[src/rtl/shift_pkg.sv]
`default_nettype none
// ============================================================================
// Module      : shift_pkg
// Description : Shared widths and request type for the barrel-shifter blocks.
// Revision    : 1.0 - initial release
// ============================================================================
package shift_pkg;

  localparam int SHIFT_N  = 8;
  localparam int SHIFT_SW = 3;

  typedef struct packed {
    logic [SHIFT_N-1:0]  data;
    logic [SHIFT_SW-1:0] shamt;
  } shift_req_t;

endpackage
`default_nettype wire

[src/rtl/shift_req_fifo.sv]
`default_nettype none
// ============================================================================
// Module      : shift_req_fifo
// Description : Circular-buffer FIFO with occupancy count and full/empty flags.
// Revision    : 1.0 - initial release
// ============================================================================
module shift_req_fifo
  import shift_pkg::*;
#(
  parameter int W     = SHIFT_N + SHIFT_SW,
  parameter int DEPTH = 4
) (
  input  logic                     clk,
  input  logic                     rst,
  input  logic                     i_push,
  input  logic [W-1:0]             i_wdata,
  input  logic                     i_pop,
  output logic [W-1:0]             o_rdata,
  output logic [$clog2(DEPTH):0]   o_count,
  output logic                     o_full,
  output logic                     o_empty
);

  localparam int AW = $clog2(DEPTH);
  localparam int CW = AW + 1;

  logic [W-1:0]  r_mem [DEPTH];
  logic [AW-1:0] r_wptr;
  logic [AW-1:0] r_rptr;
  logic [CW-1:0] r_count;
  logic          w_push;
  logic          w_pop;

  assign o_full  = (r_count == CW'(DEPTH));
  assign o_empty = (r_count == '0);
  assign w_push  = i_push && !o_full;
  assign w_pop   = i_pop && !o_empty;

  // Pointer arithmetic wraps naturally because DEPTH is a power of two.
  always_ff @(posedge clk) begin
    if (rst) begin
      r_wptr  <= '0;
      r_rptr  <= '0;
      r_count <= '0;
    end else begin
      if (w_push) r_wptr <= r_wptr + AW'(1);
      if (w_pop)  r_rptr <= r_rptr + AW'(1);
      case ({w_push, w_pop})
        2'b10:   r_count <= r_count + CW'(1);
        2'b01:   r_count <= r_count - CW'(1);
        default: r_count <= r_count;
      endcase
    end
  end

  always_ff @(posedge clk) begin
    if (w_push) r_mem[r_wptr] <= i_wdata;
  end

  assign o_rdata = r_mem[r_rptr];
  assign o_count = r_count;

endmodule
`default_nettype wire

[src/rtl/shift_req_queue.sv]
`default_nettype none
// ============================================================================
// Module      : shift_req_queue
// Description : Request FIFO feeding an external combinational shifter, with a
//               registered back-pressured result. Optional SHIFT_REQ_BYPASS_EN
//               steers a request straight to the shifter when the FIFO is empty.
// Revision    : 1.0 - initial release
// ============================================================================
module shift_req_queue
  import shift_pkg::*;
#(
  parameter int N     = SHIFT_N,
  parameter int SW    = SHIFT_SW,
  parameter int DEPTH = 4
) (
  input  logic                    clk,
  input  logic                    rst,
  input  logic                    in_valid,
  output logic                    in_ready,
  input  logic [N-1:0]            in_data,
  input  logic [SW-1:0]           in_shamt,
  output logic [N-1:0]            sh_data,
  output logic [SW-1:0]           sh_amt,
  input  logic [N-1:0]            sh_result,
  output logic                    out_valid,
  input  logic                    out_ready,
  output logic [N-1:0]            out_data,
  output logic [SW-1:0]           out_shamt,
  output logic [$clog2(DEPTH):0]  count
);

  localparam int EW = N + SW;

  logic [EW-1:0] w_head;
  logic          w_full;
  logic          w_empty;
  logic          w_accept;
  logic          w_out_free;
  logic          w_bypass;
  logic          w_avail;
  logic          w_load;
  logic          w_push;
  logic          w_pop;

  logic          r_out_valid;
  logic [N-1:0]  r_out_data;
  logic [SW-1:0] r_out_shamt;

  shift_req_fifo #(
    .W     (EW),
    .DEPTH (DEPTH)
  ) u_fifo (
    .clk     (clk),
    .rst     (rst),
    .i_push  (w_push),
    .i_wdata ({in_data, in_shamt}),
    .i_pop   (w_pop),
    .o_rdata (w_head),
    .o_count (count),
    .o_full  (w_full),
    .o_empty (w_empty)
  );

  // in_ready depends on occupancy only; a same-cycle pop never frees a full slot.
  assign in_ready   = !w_full;
  assign w_accept   = in_valid && in_ready;
  assign w_out_free = !r_out_valid || out_ready;

`ifdef SHIFT_REQ_BYPASS_EN
  assign w_bypass = w_empty && in_valid && w_out_free;

  always_comb begin
    sh_data = '0;
    sh_amt  = '0;
    if (w_bypass) begin
      sh_data = in_data;
      sh_amt  = in_shamt;
    end else if (!w_empty) begin
      sh_data = w_head[EW-1:SW];
      sh_amt  = w_head[SW-1:0];
    end
  end
`else
  assign w_bypass = 1'b0;

  always_comb begin
    sh_data = '0;
    sh_amt  = '0;
    if (!w_empty) begin
      sh_data = w_head[EW-1:SW];
      sh_amt  = w_head[SW-1:0];
    end
  end
`endif

  assign w_avail = !w_empty || w_bypass;
  assign w_load  = w_avail && w_out_free;
  assign w_pop   = w_load && !w_empty;
  assign w_push  = w_accept && !w_bypass;

  always_ff @(posedge clk) begin
    if (rst) begin
      r_out_valid <= 1'b0;
      r_out_data  <= '0;
      r_out_shamt <= '0;
    end else if (w_load) begin
      r_out_valid <= 1'b1;
      r_out_data  <= sh_result;
      r_out_shamt <= sh_amt;
    end else if (out_ready) begin
      r_out_valid <= 1'b0;
    end
  end

  assign out_valid = r_out_valid;
  assign out_data  = r_out_data;
  assign out_shamt = r_out_shamt;

endmodule
`default_nettype wire
[config.mk]
export PLATFORM = sky130hd
export DESIGN_NAME = shift_req_queue
export DESIGN_NICKNAME = d
export VERILOG_FILES = /design/src/rtl/shift_pkg.sv /design/src/rtl/shift_req_fifo.sv /design/src/rtl/shift_req_queue.sv
export SDC_FILE = /design/constraint.sdc
export NUM_CORES = 1
export LEC_CHECK = 0
export CAP_MARGIN = 20
export CORE_UTILIZATION = 24
export DETAILED_ROUTE_END_ITERATION = 7
export PLACE_DENSITY = 0.41
export SLEW_MARGIN = 0
export SYNTH_ARGS = -nofsm -noshare
export SYNTH_HDL_FRONTEND = slang
export SYNTH_SLANG_ARGS = --single-unit
[constraint.sdc]
create_clock -name clk -period 3.3 [get_ports clk]
set_clock_uncertainty 0.2 [all_clocks]
set_input_delay 0.66 -clock clk [delete_from_list [all_inputs] [get_ports clk]]
set_output_delay 0.66 -clock clk [all_outputs]
set_load 0.005 [all_outputs]
### Yosys cells after proc, flatten, opt, wreduce, memory -nomap -nowiden

Memories as Yosys holds them, arrays and structs flattened. A register that Yosys moved wholly into a read port is not among the register bits.
Index checks and enable logic that the tools add are counted.

| cells by class | value |
|---|---|
| equality and inequality tests | 3 |
| reduce and logical (&&, ||, !) cells | 12 |
| multiplexer cells | 9 |
| add/sub/neg operators | 4 |

Operators with widths:

| cell | number |
|---|---|
| 8-bit 2-to-1 mux | 1 |
| 3-bit one-hot mux with 2 select lines | 1 |
| 1-bit logical AND | 5 |
| 2-bit by 1-bit adder with 2-bit output (second input constant) | 2 |
| 1-bit 2-to-1 mux | 4 |
| 2-bit 2-to-1 mux | 2 |
| 2-bit nonzero test | 2 |
| 3-bit by 1-bit adder with 3-bit output (second input constant) | 1 |
| 3-bit equality test (second input constant) | 1 |
| 1-bit zero test | 3 |
| 3-bit zero test | 1 |
| 3-bit 2-to-1 mux | 1 |
| 3-bit by 1-bit subtractor with 3-bit output (second input constant) | 1 |
| 2-bit by 1-bit equality test with 1-bit output (second input constant) | 1 |
| 2-bit equality test (second input constant) | 1 |
| 1-bit logical OR | 1 |

| word-level totals | value |
|---|---|
| input bits | 23 |
| logic and storage cells | 35 |
| bits in writable memories | 44 |
| register bits | 19 |
| output and inout bits | 27 |
| memories kept | 1 |

Memories:

| memory | words | width | rd ports | clocked after memory_dff | wr ports | RTL line | RTL |
|---|---|---|---|---|---|---|---|
| u_fifo.r_mem | 4 | 11 | 1 | 1 | 1 | shift_req_fifo.sv:27 | `logic [W-1:0] r_mem [DEPTH];` |

### Depth between registers and ports, before layout

Gate-level depths: netlist (run 1).

| depth | value |
|---|---|
| depth after elaboration | 7 |
| mapped depth | 9 |
| depth with buffers taken out | 8 |

### Modules after synthesis

A second synthesis (run 1) with hierarchy kept.

| second synthesis, totals | value |
|---|---|
| cell total of the unflattened synthesis | 176 |
| area total of the unflattened synthesis | 2765.2 um^2 |

Modules (own cells, without submodules):

| module | cells an instance | area an instance (um^2) | times used | sequential area each (um^2) |
|---|---|---|---|---|
| shift_req_fifo | 111 | 2065.7 | 1 | 1501.4 |
| shift_req_queue | 65 | 699.4 | 1 | 240.2 |

### Worst setup path after synthesis (run 1)

No wires, ideal clock.

| timing | value |
|---|---|
| path kind | register -> register |
| start | register u_fifo.r_count[2] (netlist: u_fifo.o_count[2]) |
| end | register u_fifo.r_count[2] (netlist: u_fifo.o_count[2]) |
| period minus slack after synthesis | 2366 ps |
| setup time | 70 ps |
| slack | 934 ps |
| stages on the path, launching flop included | 10 |
| required time | 3030 ps |
| path buffers | 1 |
| data arrival time | 2096 ps |
| cells stage by stage | dfxtp_1 or3b_1 buf_2 nand2_1 ha_1 inv_1 fa_1 xor2_1 or3_1 a21oi_1 |

| on the way | value |
|---|---|
| elaborated cells on any way between the ends | 15 |
| those cells by class | 2 x add/sub; 3 x eq/ne; 1 x mux; 9 x reduce/logical |

RTL lines:

| what | RTL line | RTL |
|---|---|---|
| start: declaration | shift_req_fifo.sv:30 | `logic [CW-1:0] r_count;` |
| start signal: assignment | shift_req_fifo.sv:49 | `2'b10: r_count <= r_count + CW'(1);` |
| start signal: assignment | shift_req_fifo.sv:50 | `2'b01: r_count <= r_count - CW'(1);` |
| start signal: assignment | shift_req_fifo.sv:51 | `default: r_count <= r_count;` |
| 3-bit equality test * | shift_req_fifo.sv:34 | `assign o_full = (r_count == CW'(DEPTH));` |
| 1-bit zero test * | shift_req_queue.sv:65 | `assign in_ready = !w_full;` |
| named net in_ready | shift_req_queue.sv:19 | `output logic in_ready,` |
| 1-bit logical AND | shift_req_queue.sv:66 | `assign w_accept = in_valid && in_ready;` |
| 1-bit logical AND * | shift_req_fifo.sv:36 | `assign w_push = i_push && !o_full;` |
| 2-bit by 1-bit equality test with 1-bit output or 2-bit equality test (tied branches) | shift_req_fifo.sv:48 | `case ({w_push, w_pop})` |
| 3-bit one-hot mux with 2 select lines or 2-bit nonzero test (tied branches) | - |  |

Mark *: on every way through the listed nets, which the timed path passes. The rest lies on a longest branch.
A chain may end at the register's enable or synchronous reset.

==> impl_summary.log, run 1 <==
INFO  metric result_of_the_run = finished clean
INFO  metric syn-mean-instance-area = 14.52 µm²
INFO  metric post-route-min-period = 2.941 ns
INFO  metric synthToLayoutAreaGrowth = 32.91%
INFO  metric regArea = 0.001742 mm²
INFO  metric route.vias.total = 1591
INFO  metric antenna_cells_inserted = 0
INFO  metric cp_max_fo = 11
INFO  metric setup_ws = 0.3589 ns
INFO  metric postRouteAntennaNets = 0
INFO  metric timing.rr.end = u_fifo.o_count[2]
INFO  metric worst_path_arrival_time = 2.08 ns
INFO  metric gr-usage-met3 = 2.597%
INFO  metric crit_path_cell_trace = buf_4, mux4_2, and2_1, clkdlybuf4s50_1
INFO  metric worst_margin_pin_slew = 0.6674 ns
INFO  metric yosys.area.top_type = sky130_fd_sc_hd__edfxtp_1
INFO  metric timing.max_cap.violations = 0
INFO  metric number_of_cells_on_the_worst_hold_path = 2
INFO  metric cts_htree_levels = 3
INFO  metric synth-seq-cells = 65
INFO  metric critical_path.startpoint_type = flop
INFO  metric dr.pass1.iters = 4
INFO  metric drcViolationCount = 0
INFO  metric postLayoutCoreUtil = 33.13%
INFO  metric fin_crit_sh = 89.13%
INFO  metric cts_hold_buf = 0
INFO  metric met2_usage_grt = 17.74%
INFO  metric max_slew_violation_count = 0
INFO  metric worst_path_largest_cell_delay = 0.56 ns
INFO  metric drt_iter0_drc = 58
INFO  metric cpMaxStageDelayCell = sky130_fd_sc_hd__mux4_2
INFO  metric cts.reportedPaths.clkPinSlew = 0.07 ns
INFO  metric grt_usage = 10.85%
INFO  metric worst-path-buf-inv = 2
INFO  metric fraction_of_synthesized_cell_area_taken_by_the_top_area_cell_type = 51.11%
INFO  metric reg2reg_from = u_fifo.o_count[2]
INFO  metric buffer_ports.inserted = 49
INFO  metric route.final.wire_length = 5676 µm
INFO  metric tritoncts = built
INFO  metric worst_hold_slack = 0.2778 ns
INFO  metric synth_sequential_area_ratio = 67.38%
INFO  metric fill_cells = 1069
INFO  metric tritoncts.num_buffers = 9
INFO  metric ir_worst_vdd = 222.5 µV
INFO  metric post-cts-setup-buffer-count = 0
INFO  metric die_area = 0.01119 mm²
INFO  metric fin_tns_setup = 0 ns
INFO  metric worst-r2r-setup-slack = 0.75 ns
INFO  metric leakage_power = 1.153 nW
INFO  metric mappedNetlistArea = 0.002585 mm²
INFO  metric worst_hold_path_type = reg -> reg
INFO  metric min-delay-start = out_data[2]
INFO  metric path_class = reg -> out
INFO  metric antenna_violations_before_repair = 0
INFO  metric worstSkewPairLatency = 0.33 ns
INFO  metric initial_core_util = 24.93%
INFO  metric path_delay_family = buffers and inverters
INFO  metric power.density = 828.0 mW/mm²
INFO  metric cts.root.buffer_cell = sky130_fd_sc_hd__clkbuf_8
INFO  metric synth_area_leaders = sky130_fd_sc_hd__edfxtp_1, sky130_fd_sc_hd__dfxtp_1, sky130_fd_sc_hd__mux4_2
INFO  metric placeableCoreArea = 0.01037 mm²
INFO  metric finalHoldViolCount = 0
INFO  metric syn_nets = 207
INFO  metric synth_cell_types = 26
INFO  metric die_w = 105.8 µm
INFO  metric grt_pass1_wl = 8638 µm
INFO  metric total_number_of_clock_tree_sinks = 65
INFO  metric cp.required = 2.44 ns
INFO  metric cts.repair.resized = 0
INFO  metric total_power = 0.002845 W
INFO  metric post_route_cells_drive_above_1_share = 12.29%
INFO  metric grt-busiest-layer = met2
INFO  metric synth.yosys.warnings = 0
INFO  metric grt_start_max_net_pins = 16
INFO  metric place.detailed.hpwl = 3611 µm
INFO  metric die_y = 105.8 µm
INFO  metric critical_path.endpoint_type = output pin
INFO  metric boundaryPins = 50
INFO  metric pre_cts_ws = 0.4232 ns
INFO  metric via_density = 4.277
INFO  metric ff2ff_path_depth = 8
INFO  metric cts_buffer_depth = 2
INFO  metric global_route.usage.met1 = 12.90%
INFO  metric aggregate_global_routing_overflow = 0
INFO  metric first_global_vias = 1563
INFO  metric multiInputGateArea = 767.0 µm²
INFO  metric worstHoldEndpoint = out_data[2]
INFO  metric setup_viol = 0
INFO  metric final_nets = 261
INFO  metric slew_headroom = 55.51%
INFO  metric synthesis.instances = 178
INFO  metric routed_wire_length_per_instance = 15.26 µm
INFO  metric grt_setup_unrepaired = no
INFO  metric fmax = 340.0 MHz
INFO  metric gp_routability_congestion = 0.6863
INFO  metric core.rowCount = 37
cells by family (layout without fill, tap and decap cells):
group	Yosys count	in the layout	synth area share, %
muxes	11	11	9.584
AOI/OAI and AO/OA	35	35	7.260
DFF	65	65	67.38
adders and majority gates	6	6	3.195
and+or+nand+nor	41	41	8.955
buffers and inverters	18	76	2.952
xor gates and xnor gates	2	2	0.6778
worst max-delay path by stage:
stage,endpoint,cells past startpoint,start,slack [ns]
finish,sh_amt[2],4,flop,0.36
global route,sh_amt[0],3,u_fifo.o_count[0],0.21
CTS,sh_amt[2],3,flop,0.28
detailed placement,u_fifo.o_count[2],9,out_ready,0.42
global placement,u_fifo.o_count[2],9,out_ready,0.44
floorplan,u_fifo.o_count[2],9,u_fifo.o_count[2],0.93
cell usage after synthesis, drive strengths merged:
cell,number
a21o,2
a21oi,18
a311oi,1
a31o,1
and2,11
and3,4
buf,6
clkbuf,6
dfxtp,21
edfxtp,44
fa,1
ha,5
inv,6
mux4,11
nand2,1
nand2b,1
nand3,13
nor2,5
nor2b,1
nor3,1
o21ai,13
or3,3
or3b,1
xor2,2
stage by stage:
step	instances	cell area [µm²]
floorplan	178	2585
global placement	357	3237
detailed placement	357	3237
CTS	372	3436
global route	372	3436
finish	372	3436
tightest hold or removal path: stages (launching register included):
cell,delay [ns]
sky130_fd_sc_hd__dfxtp_1,0.31
sky130_fd_sc_hd__o21ai_0,0.06
sky130_fd_sc_hd__a21oi_1,0.06
cell usage in the layout, fill, tap and decap left out, drive strengths merged:
| cell | count |
|---|---|
| clkinv | 3 |
| a31o | 1 |
| xor2 | 2 |
| ha | 5 |
| bufinv | 2 |
| nand2b | 1 |
| or3b | 1 |
| buf | 6 |
| a21o | 2 |
| a311oi | 1 |
| clkbuf | 10 |
| nand3 | 13 |
| nor3 | 1 |
| fa | 1 |
| mux4 | 11 |
| or3 | 3 |
| a21oi | 18 |
| dfxtp | 21 |
| nor2b | 1 |
| and3 | 4 |
| and2 | 11 |
| nor2 | 5 |
| nand2 | 1 |
| edfxtp | 44 |
| o21ai | 13 |
| clkdlybuf4s50 | 49 |
| inv | 6 |
report_power, final:
group	leakage, nW	internal (W)	switching [W]
logic	0.478	0.000578	0.000476
clock network	0.0989	0.000414	0.000280
registers	0.576	0.00102	0.0000816
layer usage:
layer | share of wire, % | vias to the layer above
met3 | 2.5 | 9
met1 | 43 | 788
li1 | - | 772
met2 | 52 | 22
met5 | 0 | -
met4 | 1.7 | 0
sequential cells by signal (all words and copies together) (netlist names), named ones only:
register        count
u_fifo.r_wptr       2
out_shamt           3
out_valid           1
u_fifo.o_count      3
u_fifo.r_mem       44
out_data            8
u_fifo.r_rptr       2
final cells by class:
cell class	instances	area share, %
multi-input combinational	95	22.32
sequential	65	50.69
clock buffer	10	3.714
timing repair buffer	55	15.59
tap	136	4.953
clock inverter	5	2.076
inverter	6	0.6555
No activity file was read; power rests on OpenSTA's default activity.
==> run 2: changes to the inputs <==
CORE_ASPECT_RATIO = 1.4   (was unset)
CTS_CLUSTER_SIZE = 25   (was unset)
==> impl_summary.log, run 2 (synthesized netlist as in run 1, its figures left out) <==
INFO  metric placeableCoreArea = 0.01041 mm²
INFO  metric fin_tns_setup = 0 ns
INFO  metric postLayoutCoreUtil = 34.37%
INFO  metric tritoncts = built
INFO  metric aggregate_global_routing_overflow = 0
INFO  metric met1Wirelength = 2437 µm
INFO  metric antenna_violations_before_repair = 0
INFO  metric core.rowCount = 44
INFO  metric post-route-min-period = 2.914 ns
INFO  metric timing.max_cap.violations = 0
INFO  metric reg2reg_from = u_fifo.o_count[2]
INFO  metric p_int = 0.002263 W
INFO  metric final_cell_mix = sky130_fd_sc_hd__clkdlybuf4s50_1, sky130_fd_sc_hd__edfxtp_1, sky130_fd_sc_hd__dfxtp_1, sky130_fd_sc_hd__a21oi_1
INFO  metric synthToLayoutAreaGrowth = 38.33%
INFO  metric place.detailed.hpwl = 3673 µm
INFO  metric fmax = 343.2 MHz
INFO  metric leakage_power = 1.222 nW
INFO  metric die_area = 0.01120 mm²
INFO  metric initial_core_util = 24.84%
INFO  metric cts_buffer_depth = 2
INFO  metric antenna_cells_inserted = 0
INFO  metric path_class = reg -> out
INFO  metric result_of_the_run = finished clean
INFO  metric worst_margin_pin_slew = 0.6170 ns
INFO  metric switchingPower = 0.0008885 W
INFO  metric grt_usage = 11.27%
INFO  metric worst-r2r-setup-slack = 0.76 ns
INFO  metric place.detailed.instances = 362
INFO  metric critical_path.startpoint_type = flop
INFO  metric cts_htree_levels = 3
INFO  metric setup_viol = 0
INFO  metric power.share.combinational = 34.0%
INFO  metric timing.rr.end = u_fifo.o_count[2]
INFO  metric critPathCapture = sh_amt[2]
INFO  metric cts.reportedPaths.clkPinSlew = 0.05 ns
INFO  metric cp_max_fo = 11
INFO  metric final_nets = 264
INFO  metric clockPowerShare = 31.7%
INFO  metric fin_crit_sh = 88.30%
INFO  metric buffer_ports.inserted = 49
INFO  metric total_number_of_clock_tree_sinks = 65
INFO  metric boundaryPins = 50
INFO  metric cts_hold_buf = 0
INFO  metric ir_worst_vdd = 203.3 µV
INFO  metric cts.root.buffer_cell = sky130_fd_sc_hd__clkbuf_16
INFO  metric wl_met3 = 245 µm
INFO  metric slew_headroom = 58.87%
INFO  metric route.final.wire_length = 5670 µm
INFO  metric switching_share = 28.19%
INFO  metric cts.repair.resized = 0
INFO  metric drcViolationCount = 0
INFO  metric max_slew_violation_count = 0
INFO  metric postRouteAntennaNets = 0
INFO  metric worst_path_arrival_time = 2.05 ns
INFO  metric most_common_cell_after_layout_fill_and_taps_aside = sky130_fd_sc_hd__clkdlybuf4s50_1
INFO  metric largest_reg_flops = 44
INFO  metric die_y = 124.8 µm
INFO  metric first_global_vias = 1722
INFO  metric post-cts-setup-buffer-count = 0
INFO  metric critical_path.endpoint_type = output pin
INFO  metric grt_setup_unrepaired = no
INFO  metric top_layer = met4
INFO  metric ff2ff_path_depth = 8
INFO  metric worstSkewPairLatency = 0.32 ns
INFO  metric routed_wire_length_per_instance = 15.00 µm
INFO  metric grt_pass1_wl = 9363 µm
INFO  metric route.vias.total = 1600
INFO  metric grt_start_max_net_pins = 16
INFO  metric fill_cells = 1016
INFO  metric die_w = 89.71 µm
INFO  metric gp_routability_congestion = 0.7038
INFO  metric power.density = 881.4 mW/mm²
INFO  metric dr.pass1.iters = 4
INFO  metric worst_hold_path_type = reg -> reg
INFO  metric largest_register = u_fifo.r_mem
INFO  metric cp.required = 2.44 ns
INFO  metric met2_length = 2842 µm
INFO  metric finalHoldViolCount = 0
INFO  metric seq_power_share = 34.3%
INFO  metric tritoncts.num_buffers = 9
INFO  metric post_route_cells_drive_above_1_share = 14.17%
INFO  metric via_density = 4.233
INFO  metric finish.cell_count_without_fillers = 378
INFO  metric drt_iter0_drc = 45
==> run 2: cell count changes in the layout (fill, tap and decap cells not counted), sizes merged <==
cell    before  now
clkbuf      10   12
clkinv       3    2
buf          6    9
==> run 2: power groups by stage <==
stage                     Combinational, W  Sequential, W  Clock, W
after global placement             0.00110        0.00110         0
after CTS                          0.00110        0.00108   0.00104
after detailed placement           0.00110        0.00110         0
final                              0.00107        0.00108  0.000999
after global routing               0.00119        0.00110   0.00106
after floorplan                   0.000579        0.00110         0
==> run 2: cell type report <==
cell class                      instances  area, µm²  area share (%)
Clock inverter                          4      77.57           2.169
Tap cell                              138      172.7           4.829
Multi-Input combinational cell         95      767.0           21.45
Sequential cell                        65       1742           48.71
Inverter                                6      22.52          0.6298
Timing Repair Buffer                   58      558.0           15.61
Clock buffer                           12      236.5           6.613
==> run 2: worst min path at each step <==
stage,slack (ns),end,depth (start not counted),from
finish,0.27,out_data[3],2,out_data[3]
global route,0.30,out_data[3],2,out_data[3]
CTS,0.27,out_data[3],2,out_data[3]
detailed placement,0.27,out_data[3],2,out_data[3]
global placement,0.26,out_data[2],2,out_data[2]
floorplan,0.27,out_data[0],2,out_data[0]
==> run 2: stage by stage <==
stage               worst slack, ns  instance area (µm²)  power [W]  hold slack, ns
floorplan                    0.9335                 2585   0.001675          0.2701
global placement             0.4566                 3262   0.002196          0.2610
detailed placement           0.4335                 3262   0.002198          0.2669
CTS                          0.3440                 3576   0.003225          0.2744
global route                 0.2136                 3576   0.003348          0.2985
finish                       0.3861                 3576   0.003152          0.2707
==> run 2: worst max-delay path, stage by stage, from the launching register on <==
cell and delay (ns):
sky130_fd_sc_hd__dfxtp_1 0.31, sky130_fd_sc_hd__buf_4 0.25, sky130_fd_sc_hd__mux4_2 0.54, sky130_fd_sc_hd__and2_1 0.17, sky130_fd_sc_hd__clkdlybuf4s50_1 0.46
==> run 2: per-layer routing <==
layer  global-route usage, %  vias up
met1                   12.68      764
met3                   2.381       10
met4                   7.811        0
met5                       0        -
met2                   18.96       49
li1                        -      777
==> variant, RTL diff (flow settings as in run 1) <==
`DEPTH` is set to 4 in 2 places; all go to 8.
--- a/src/rtl/shift_req_fifo.sv
+++ b/src/rtl/shift_req_fifo.sv
@@ -8,7 +8,7 @@
   import shift_pkg::*;
 #(
   parameter int W     = SHIFT_N + SHIFT_SW,
-  parameter int DEPTH = 4
+  parameter int DEPTH = 8
 ) (
   input  logic                     clk,
   input  logic                     rst,
--- a/src/rtl/shift_req_queue.sv
+++ b/src/rtl/shift_req_queue.sv
@@ -11,7 +11,7 @@
 #(
   parameter int N     = SHIFT_N,
   parameter int SW    = SHIFT_SW,
-  parameter int DEPTH = 4
+  parameter int DEPTH = 8
 ) (
   input  logic                    clk,
   input  logic                    rst,
Interface: changed (resized count); port bits go from 50 to 51. The function was not compared with the original's and may differ.
==> variant against run 1 <==
  * The run now ends with DRC left
  * Worst hold slack worse by 25 ps
  * Via count is 51% higher
  * Critical path depth increased by 1
  * Final area is 70% higher
  * Routed wire length is 64% higher
  * Power grew 69%
  * Sequential cell count is 48 higher
  * Critical path type unchanged
  * Synthesized area grew 73%
  * Worst setup slack lost 180 ps
==> variant: results <==
export IMPL_first_pass_iters=6
export IMPL_violations="DRC"
export IMPL_place_hpwl_mm=5.74
export IMPL_p_int_mw=3.49
export IMPL_synth_area_top_cells="edfxtp_1 (59%), dfxtp_1 (11%), mux4_2 (11%), mux2i_1 (2.7%), nor2_1 (2.2%)"
export IMPL_drc=2
export IMPL_syn_nets=289
export IMPL_hold_ws_ps=253
export IMPL_largest_register_ffs=88
export IMPL_status="complete, but fails checks"
export IMPL_synth_cell_types=37
export IMPL_drive_gt1_share_pct=21.6
export IMPL_cp_arrival_ps=2260
export IMPL_synth_commonest_cells="edfxtp_1 (88), nor2_1 (26), dfxtp_1 (25), mux4_2 (22), nand2_1 (20)"
export IMPL_grt_pass1_wl_mm=14.4
export IMPL_synthAdderAreaFrac_pct=1.40
export IMPL_wire_per_inst_um=16.2
export IMPL_seq_area_frac_synth_pct=70.4
export IMPL_htreeDepth=4
export IMPL_nFillCells=1749
export IMPL_grt_pass1_vias=2515
export IMPL_leakagePower_nw=1.93
export IMPL_root_buffer="clkbuf_16"
export IMPL_synth_compound_area_share_pct=2.75
export IMPL_crit_path_max_incr_delay_ps=510
export IMPL_final_nets=363
variant: power groups by stage:
stage	logic, mW	registers [mW]	clock network (mW)
floorplan	0.865	1.81	0
global placement	1.50	1.81	0
detailed placement	1.50	1.82	0
CTS	1.50	1.79	1.61
global route	1.61	1.81	1.69
finish	1.46	1.79	1.58
variant: path summary, 6_finish.rpt:
path	to	from
worst max-delay path	sh_amt[0]	flop
worst min-delay path	out_data[7]	out_data[7]
worst max register to register	u_fifo.o_count[2]	u_fifo.o_count[2]
worst min register to register	out_data[7]	out_data[7]
variant: area by class of cell:
type                       instances  area, sq um  share of cell area [%]
sequential                       113         3140                    53.9
multi-input combinational        134         1230                    21.0
timing repair buffer              68          661                    11.3
clock buffer                      22          444                    7.61
tap                              229          287                    4.91
clock inverter                     9         67.6                    1.16
inverter                           1         6.26                   0.107
variant: through the flow:
step                      util [%]  instance area [sq um]  std cells  power, mW  setup WS [ps]
final                         32.3                   5840        576       4.82            182
after global routing          32.3                   5840        576       5.10           37.6
after CTS                     32.3                   5840        576       4.91           9.13
after detailed placement      29.4                   5320        545       3.32            296
after global placement        29.4                   5320        545       3.31            323
after floorplan                  -                   4470        261       2.68            619
variant: worst register-to-register path: stages, from the launching register on:
cell,delay (ps)
dfxtp_1,400
or4b_1,700
nand2_8,190
ha_1,280
xor2_1,170
ha_1,160
a21oi_1,50
xor2_1,150
or3_1,300
a21oi_1,130
variant: per-layer routing:
metal | global-route usage, % | wire length (um)
met1 | 12.2 | 4140
met2 | 17.2 | 4790
met3 | 3.12 | 256
met4 | 5.85 | 117
met5 | 0 | 0
variant: repair_timing:
| item | CTS | global route |
|---|---|---|
| hold buffers | 0 | 0 |
| endpoints found under the setup margin | 0 | 4 |
| gates resized for setup | 0 | 1 |
| endpoints found under the hold margin | 0 | 0 |
